`config.mk`:
```
export PLATFORM = sky130hd
export DESIGN_NAME = spi_master_arbiter_flat
export DESIGN_NICKNAME = d
export VERILOG_FILES = /design/src/rtl/spi_master_arbiter_if.sv /design/src/rtl/spi_master_arbiter.sv /design/src/flat_wrapper.sv
export SDC_FILE = /design/constraint.sdc
export NUM_CORES = 1
export LEC_CHECK = 0
export CELL_PAD_IN_SITES_DETAIL_PLACEMENT = 1
export CELL_PAD_IN_SITES_GLOBAL_PLACEMENT = 1
export CORE_ASPECT_RATIO = 1.75
export CORE_MARGIN = 1.5
export CORE_UTILIZATION = 38
export CTS_BUF_LIST = sky130_fd_sc_hd__clkbuf_16
export DETAILED_ROUTE_END_ITERATION = 8
export PLACE_DENSITY_LB_ADDON = 0.12
export SYNTH_ARGS = -nofsm -noshare
export SYNTH_HDL_FRONTEND = slang
export SYNTH_SLANG_ARGS = --single-unit
export TNS_END_PERCENT = 100
```
`constraint.sdc`:
```
create_clock -name clk -period 2.09 [get_ports clk]
set_clock_uncertainty 0.15 [all_clocks]
set_input_delay 0.3135 -clock clk [delete_from_list [all_inputs] [get_ports clk]]
set_output_delay 0.3135 -clock clk [all_outputs]
set_load 0.05 [all_outputs]
```
`src/rtl/spi_master_arbiter_if.sv`:
```
// spi_master_arbiter_if: requester handshake plus shared SPI bus between the arbiter and its environment
interface spi_master_arbiter_if #(
    parameter int NUM_REQ = 2,
    parameter int NUM_SLV = 4,
    parameter int SLV_W   = $clog2(NUM_SLV)
);
    logic [NUM_REQ-1:0]       req;
    logic [NUM_REQ*SLV_W-1:0] req_slv;
    logic [NUM_REQ*8-1:0]     req_data;
    logic [NUM_REQ-1:0]       grant;
    logic                     done;
    logic [7:0]               rx_data;
    logic                     busy;
    logic                     SCLK;
    logic [NUM_SLV-1:0]       CS;
    logic                     MOSI;
    logic                     MISO;
    modport master (
        input  req, req_slv, req_data, MISO,
        output grant, done, rx_data, busy, SCLK, CS, MOSI
    );
    modport slave (
        output req, req_slv, req_data, MISO,
        input  grant, done, rx_data, busy, SCLK, CS, MOSI
    );
endinterface

```
`src/rtl/spi_master_arbiter.sv`:
```
// spi_master_arbiter: round-robin arbiter driving one LSB-first SPI master, with a CS-high flush clock after each byte
module spi_master_arbiter #(
    parameter int NUM_REQ = 2,
    parameter int NUM_SLV = 4,
    parameter int CLK_DIV = 2,
    parameter int SLV_W   = $clog2(NUM_SLV)
) (
    input logic clk,
    input logic reset,
    spi_master_arbiter_if.master bus
);
    localparam int PTR_W = $clog2(NUM_REQ);
    localparam int DIV_W = CLK_DIV > 1 ? $clog2(CLK_DIV) : 1;
    typedef enum logic [2:0] {IDLE, SETUP, HIGH, LOW, FLUSH_HIGH, FLUSH_LOW, DONE} state_t;
    state_t state, state_n;
    logic [PTR_W-1:0] ptr, ptr_n, gidx, gidx_n, win;
    logic [DIV_W-1:0] div, div_n;
    logic [2:0] bit_cnt, bit_n;
    logic [7:0] tx, tx_n, rx_sh, rx_sh_n, rx_n;
    logic [NUM_REQ-1:0] grant_n;
    logic [NUM_SLV-1:0] cs_n;
    logic done_n, sclk_n, mosi_n, wrap;
    assign wrap = div == DIV_W'(CLK_DIV - 1);
    assign bus.busy = state != IDLE;
    // scan downward so the closest set request at or after ptr wins
    always_comb begin
        win = ptr;
        for (int i = NUM_REQ - 1; i >= 0; i--)
            if (bus.req[(int'(ptr) + i) % NUM_REQ]) win = PTR_W'((int'(ptr) + i) % NUM_REQ);
    end
    always_comb begin
        state_n = state;
        div_n = (state == IDLE || state == DONE || wrap) ? '0 : div + 1'b1;
        ptr_n = ptr;
        gidx_n = gidx;
        bit_n = bit_cnt;
        tx_n = tx;
        rx_sh_n = rx_sh;
        rx_n = bus.rx_data;
        grant_n = bus.grant;
        done_n = 1'b0;
        sclk_n = bus.SCLK;
        cs_n = bus.CS;
        mosi_n = bus.MOSI;
        case (state)
            IDLE: if (|bus.req) begin
                state_n = SETUP;
                gidx_n = win;
                grant_n = NUM_REQ'(1) << win;
                tx_n = bus.req_data[int'(win)*8 +: 8];
                cs_n = ~(NUM_SLV'(1) << bus.req_slv[int'(win)*SLV_W +: SLV_W]);
                mosi_n = tx_n[0];
                bit_n = '0;
            end
            SETUP: if (wrap) begin
                state_n = HIGH;
                sclk_n = 1'b1;
            end
            HIGH: if (wrap) begin
                state_n = LOW;
                sclk_n = 1'b0;
                rx_sh_n = {bus.MISO, rx_sh[7:1]};
                mosi_n = tx[1];
                tx_n = tx >> 1;
            end
            // CS releases on the same edge as the flush rise, so the slave sees that rise deselected
            LOW: if (wrap) begin
                state_n = bit_cnt == 3'd7 ? FLUSH_HIGH : HIGH;
                cs_n = bit_cnt == 3'd7 ? '1 : bus.CS;
                sclk_n = 1'b1;
                bit_n = bit_cnt + 1'b1;
            end
            FLUSH_HIGH: if (wrap) begin
                state_n = FLUSH_LOW;
                sclk_n = 1'b0;
            end
            FLUSH_LOW: if (wrap) state_n = DONE;
            DONE: begin
                state_n = IDLE;
                done_n = 1'b1;
                rx_n = rx_sh;
                grant_n = '0;
                ptr_n = gidx == PTR_W'(NUM_REQ - 1) ? '0 : gidx + 1'b1;
            end
            default: state_n = IDLE;
        endcase
    end
    always_ff @(posedge clk or negedge reset) begin
        if (!reset) begin
            state <= IDLE;
            div <= '0;
            ptr <= '0;
            gidx <= '0;
            bit_cnt <= '0;
            tx <= '0;
            rx_sh <= '0;
            bus.rx_data <= '0;
            bus.grant <= '0;
            bus.done <= 1'b0;
            bus.SCLK <= 1'b0;
            bus.CS <= '1;
            bus.MOSI <= 1'b0;
        end else begin
            state <= state_n;
            div <= div_n;
            ptr <= ptr_n;
            gidx <= gidx_n;
            bit_cnt <= bit_n;
            tx <= tx_n;
            rx_sh <= rx_sh_n;
            bus.rx_data <= rx_n;
            bus.grant <= grant_n;
            bus.done <= done_n;
            bus.SCLK <= sclk_n;
            bus.CS <= cs_n;
            bus.MOSI <= mosi_n;
        end
    end
endmodule

```
`src/flat_wrapper.sv`:
```
// flat-port wrapper written by rule: the top's interface ports become plain ports
module spi_master_arbiter_flat 
#(
    parameter int NUM_REQ = 2,
    parameter int NUM_SLV = 4,
    parameter int CLK_DIV = 2,
    parameter int SLV_W   = $clog2(NUM_SLV)
)
  (clk, reset, bus_req, bus_req_slv, bus_req_data, bus_MISO, bus_grant, bus_done, bus_rx_data, bus_busy, bus_SCLK, bus_CS, bus_MOSI);
  spi_master_arbiter_if #(.NUM_REQ(NUM_REQ), .NUM_SLV(NUM_SLV), .SLV_W(SLV_W)) bus_i ();
  input logic clk;
  input logic reset;
  input wire logic [$bits(bus_i.req)-1:0] bus_req;
  input wire logic [$bits(bus_i.req_slv)-1:0] bus_req_slv;
  input wire logic [$bits(bus_i.req_data)-1:0] bus_req_data;
  input wire logic [$bits(bus_i.MISO)-1:0] bus_MISO;
  output wire logic [$bits(bus_i.grant)-1:0] bus_grant;
  output wire logic [$bits(bus_i.done)-1:0] bus_done;
  output wire logic [$bits(bus_i.rx_data)-1:0] bus_rx_data;
  output wire logic [$bits(bus_i.busy)-1:0] bus_busy;
  output wire logic [$bits(bus_i.SCLK)-1:0] bus_SCLK;
  output wire logic [$bits(bus_i.CS)-1:0] bus_CS;
  output wire logic [$bits(bus_i.MOSI)-1:0] bus_MOSI;
  assign bus_i.req = bus_req;
  assign bus_i.req_slv = bus_req_slv;
  assign bus_i.req_data = bus_req_data;
  assign bus_i.MISO = bus_MISO;
  assign bus_grant = bus_i.grant;
  assign bus_done = bus_i.done;
  assign bus_rx_data = bus_i.rx_data;
  assign bus_busy = bus_i.busy;
  assign bus_SCLK = bus_i.SCLK;
  assign bus_CS = bus_i.CS;
  assign bus_MOSI = bus_i.MOSI;
  spi_master_arbiter #(.NUM_REQ(NUM_REQ), .NUM_SLV(NUM_SLV), .CLK_DIV(CLK_DIV), .SLV_W(SLV_W)) u_core (.clk(clk), .reset(reset), .bus(bus_i));
endmodule
```
==> impl_metrics.py <==
metrics = {
    "sta": {
        "fmax_mhz": 522,
        "fin_hold_ws_ps": 323,
        "tns_ps": 0,
        "worst_pin_slew_ps": 694,
        "rsz0062_at_grt": "false",
        "setup_viol": 0,
        "hold_violations": 0,
        "post-route-period-util": 0.916,
        "setup_slack_ps": 176,
        "drv_slew": 0,
        "slew_headroom": 0.534,
        "min_period_ps": 1910,
    },
    "global_route": {
        "grt_start_max_net_pins": 42,
        "antenna_found_initial": 0,
        "grt-ovfl-total": 0,
        "grt.total_usage": 0.194,
        "grt_pass1_vias": 1791,
        "grt_pass1_wl_mm": 8.51,
    },
    "synthesis": {
        "synth_cells": 200,
        "synth_nets": 227,
        "synthMuxAreaShare": 0.0745,
        "synth_compound_area_frac": 0.153,
        "synth_top_family_by_area": "simple AND/OR/NAND/NOR gates",
        "netlist_area_mm2": 0.00197,
        "synth-seq-cells": 41,
        "yosysSeqAreaShare": 0.525,
        "ys_types": 34,
        "postSynthAreaPerCell_um2": 9.83,
        "ys_warn_count": 0,
        "synth-simple-area-share": 0.181,
        "synthAdderAreaFrac": 0.0127,
        "synthXorXnorAreaFrac": 0,
    },
    "place": {
        "pre_cts_ws_ps": 5.95,
        "io_buffers": 42,
        "hpwl_mm": 3.65,
        "finalWeightedCongestion": 0.747,
    },
    "flow_run": {
        "drv_cap": 0,
    },
    "setup_path": {
        "path_max_fanout": 2,
        "endpoint_kind": "output pin",
        "path_cells": "clkdlybuf4s50_1",
        "worst_ep_arrival_time_ps": 1450,
        "max_stage_delay_ps": 820,
        "slowest_stage": "clkdlybuf4s50_1",
        "critPathTopFamily": "buffers and inverters",
        "path_class": "register to output pin",
        "crit_path_start_kind": "register",
        "critPathRequiredTime_ps": 1630,
        "cp_num_buf_inv": 1,
    },
    "detailed_routing": {
        "dr.pass1.iters": 4,
        "wl_per_cell_um": 16.5,
        "vias": 1617,
        "remaining_drc_errors": 0,
        "drt-total-wl_mm": 5.02,
        "drt-initial-drc-count": 39,
        "drtAntennaViolNets": 0,
        "vias_per_cell": 5.30,
    },
    "power_and_ir_drop": {
        "comb_power_share": 0.397,
        "seqPwrFrac": 0.365,
        "p_int_mw": 2.27,
        "pwr-share-clk": 0.239,
        "p_per_area_mw_per_mm2": 1400,
        "swShare": 0.385,
        "power.leakage_nw": 1.19,
        "ir_worst_vdd_uv": 966,
        "p_switching_mw": 1.42,
    },
    "outcome": {
        "status": "finished, final reports clean",
    },
    "die": {
        "rows": 34,
        "die_area_mm2": 0.00563,
        "initial_utilization": 0.395,
        "fp.dieH_um": 98.1,
        "ios": 43,
        "core_area_mm2": 0.00498,
        "die_w_um": 57.4,
    },
    "clock_tree": {
        "clkTransAtPathRegs_ps": 60,
        "clock_path_buffers": 2,
        "cts_hold_buf": 1,
        "tritoncts": "done",
        "cts_buffers": 5,
        "ctsRootBufferMaster": "clkbuf_16",
        "cts_setup_buffers": 0,
        "cts-resized-gates": 0,
        "clock-sinks": 41,
        "cts_htree_levels": 2,
        "clock_latency_ps": 280,
    },
    "final_layout": {
        "syn_to_final_growth_pct": 33.8,
        "n_antenna_cell": 0,
        "nets": 277,
        "drive_gt1_frac": 0.179,
    },
    "min_path": {
        "worstHoldPathType": "register to register",
    },
}
==> stage by stage <==
stage	power (mW)	std cells	utilization	area [µm²]
global placement	2.78	296	0.492	2450
detailed placement	2.83	296	0.492	2450
floorplan	2.34	200	-	1970
CTS	3.74	305	0.528	2630
finish	3.69	305	0.528	2630
global route	3.94	305	0.528	2630
==> logic make-up after synthesis <==
family,after synthesis
compound gates,44
fa+ha+maj,2
simple gates,78
flops,41
mux,13
buf+inv,22
==> path summary, 6_finish.rpt <==
| path | start | to | slack (ps) | cells past startpoint |
|---|---|---|---|---|
| min in group asynchronous | reset | u_core.tx[0] | 480 | 3 |
| setup / recovery | u_core.bus.grant[1] | bus_grant[1] | 180 | 1 |
| max in group asynchronous | reset | u_core.bus.CS[2] | 930 | 3 |
| hold / removal | u_core.rx_sh[0] | u_core.bus.rx_data[0] | 320 | 2 |
| hold reg to reg | u_core.rx_sh[0] | u_core.bus.rx_data[0] | 320 | 2 |
| setup reg to reg | u_core.state[1] | u_core.tx[6] | 220 | 4 |
==> sequential cells by signal (all words and copies together), names as in the netlist <==
signal              flops
u_core.bus.CS           4
u_core.rx_sh            8
u_core.div              1
u_core.bus.done         1
u_core.state            3
u_core.bus.grant        2
u_core.ptr              1
u_core.gidx             1
u_core.bit_cnt          3
u_core.bus.SCLK         1
u_core.tx               8
u_core.bus.rx_data      8
==> cells in the final DEF (no fill, tap or decap), drive strengths merged <==
cell | Yosys | routed
dfrtp | 37 | 37
clkinv | 0 | 1
ha | 2 | 2
nand2 | 40 | 40
a41oi | 4 | 4
or2 | 1 | 1
dfstp | 4 | 4
o211a | 1 | 1
nand3b | 1 | 1
a31oi | 7 | 7
mux2 | 10 | 10
nor3 | 3 | 3
o22ai | 2 | 2
a21oi | 3 | 3
o211ai | 14 | 14
nor4 | 1 | 1
mux2i | 3 | 3
inv | 12 | 13
bufinv | 0 | 1
nand3 | 5 | 5
nor2b | 3 | 3
o21ai | 11 | 11
dlygate4sd3 | 0 | 1
nor2 | 19 | 19
nand2b | 5 | 5
clkbuf | 1 | 5
clkdlybuf4s50 | 0 | 36
o21a | 2 | 2
buf | 9 | 16
==> routing by layer <==
metal | vias up | routed length (µm) | track usage | part of all wire
li1 | 786 | - | - | -
met1 | 792 | 1910 | 0.216 | 0.38
met2 | 35 | 2910 | 0.367 | 0.58
met3 | 4 | 144 | 0.0318 | 0.029
met4 | 0 | 53 | 0.0483 | 0.011
met5 | - | 0 | 0 | 0
==> area by class of cell <==
| class | count | area [µm²] |
|---|---|---|
| Sequential cell | 41 | 1030 |
| Inverter | 12 | 45.0 |
| Tap cell | 54 | 67.6 |
| Clock inverter | 3 | 43.8 |
| Timing Repair Buffer | 53 | 488 |
| Multi-Input combinational cell | 137 | 830 |
| Fill cell | 565 | 2350 |
| Clock buffer | 5 | 125 |
==> Yosys cell counts, drive strengths merged <==
| cell type | count | share of area |
|---|---|---|
| clkbuf | 1 | 0.0019 |
| dfstp | 4 | 0.053 |
| dfrtp | 37 | 0.47 |
| nand2 | 40 | 0.076 |
| or2 | 1 | 0.0032 |
| nor4 | 1 | 0.011 |
| inv | 12 | 0.023 |
| o21ai | 11 | 0.030 |
| nor2 | 19 | 0.038 |
| nand2b | 5 | 0.016 |
| ha | 2 | 0.013 |
| buf | 9 | 0.029 |
| nor3 | 3 | 0.010 |
| nand3 | 5 | 0.013 |
| o211ai | 14 | 0.053 |
| a31oi | 7 | 0.022 |
| nor2b | 3 | 0.011 |
| mux2i | 3 | 0.015 |
| nand3b | 1 | 0.0038 |
| o211a | 1 | 0.0051 |
| a21oi | 3 | 0.0076 |
| mux2 | 10 | 0.059 |
| o21a | 2 | 0.0076 |
| o22ai | 2 | 0.0095 |
| a41oi | 4 | 0.018 |
==> worst min-delay path: stages (launching register included) <==
cell     delay, ps
dfrtp_1        340
nand2_1         50
nand2_1         50
==> power groups by stage <==
| stage | logic [mW] | clock network (mW) | registers, mW |
|---|---|---|---|
| floorplan | 0.769 | 0 | 1.57 |
| global placement | 1.43 | 0 | 1.35 |
| detailed placement | 1.47 | 0 | 1.36 |
| CTS | 1.49 | 0.903 | 1.35 |
| global route | 1.60 | 0.935 | 1.40 |
| finish | 1.46 | 0.881 | 1.34 |
(Power assumes the default switching activity.)
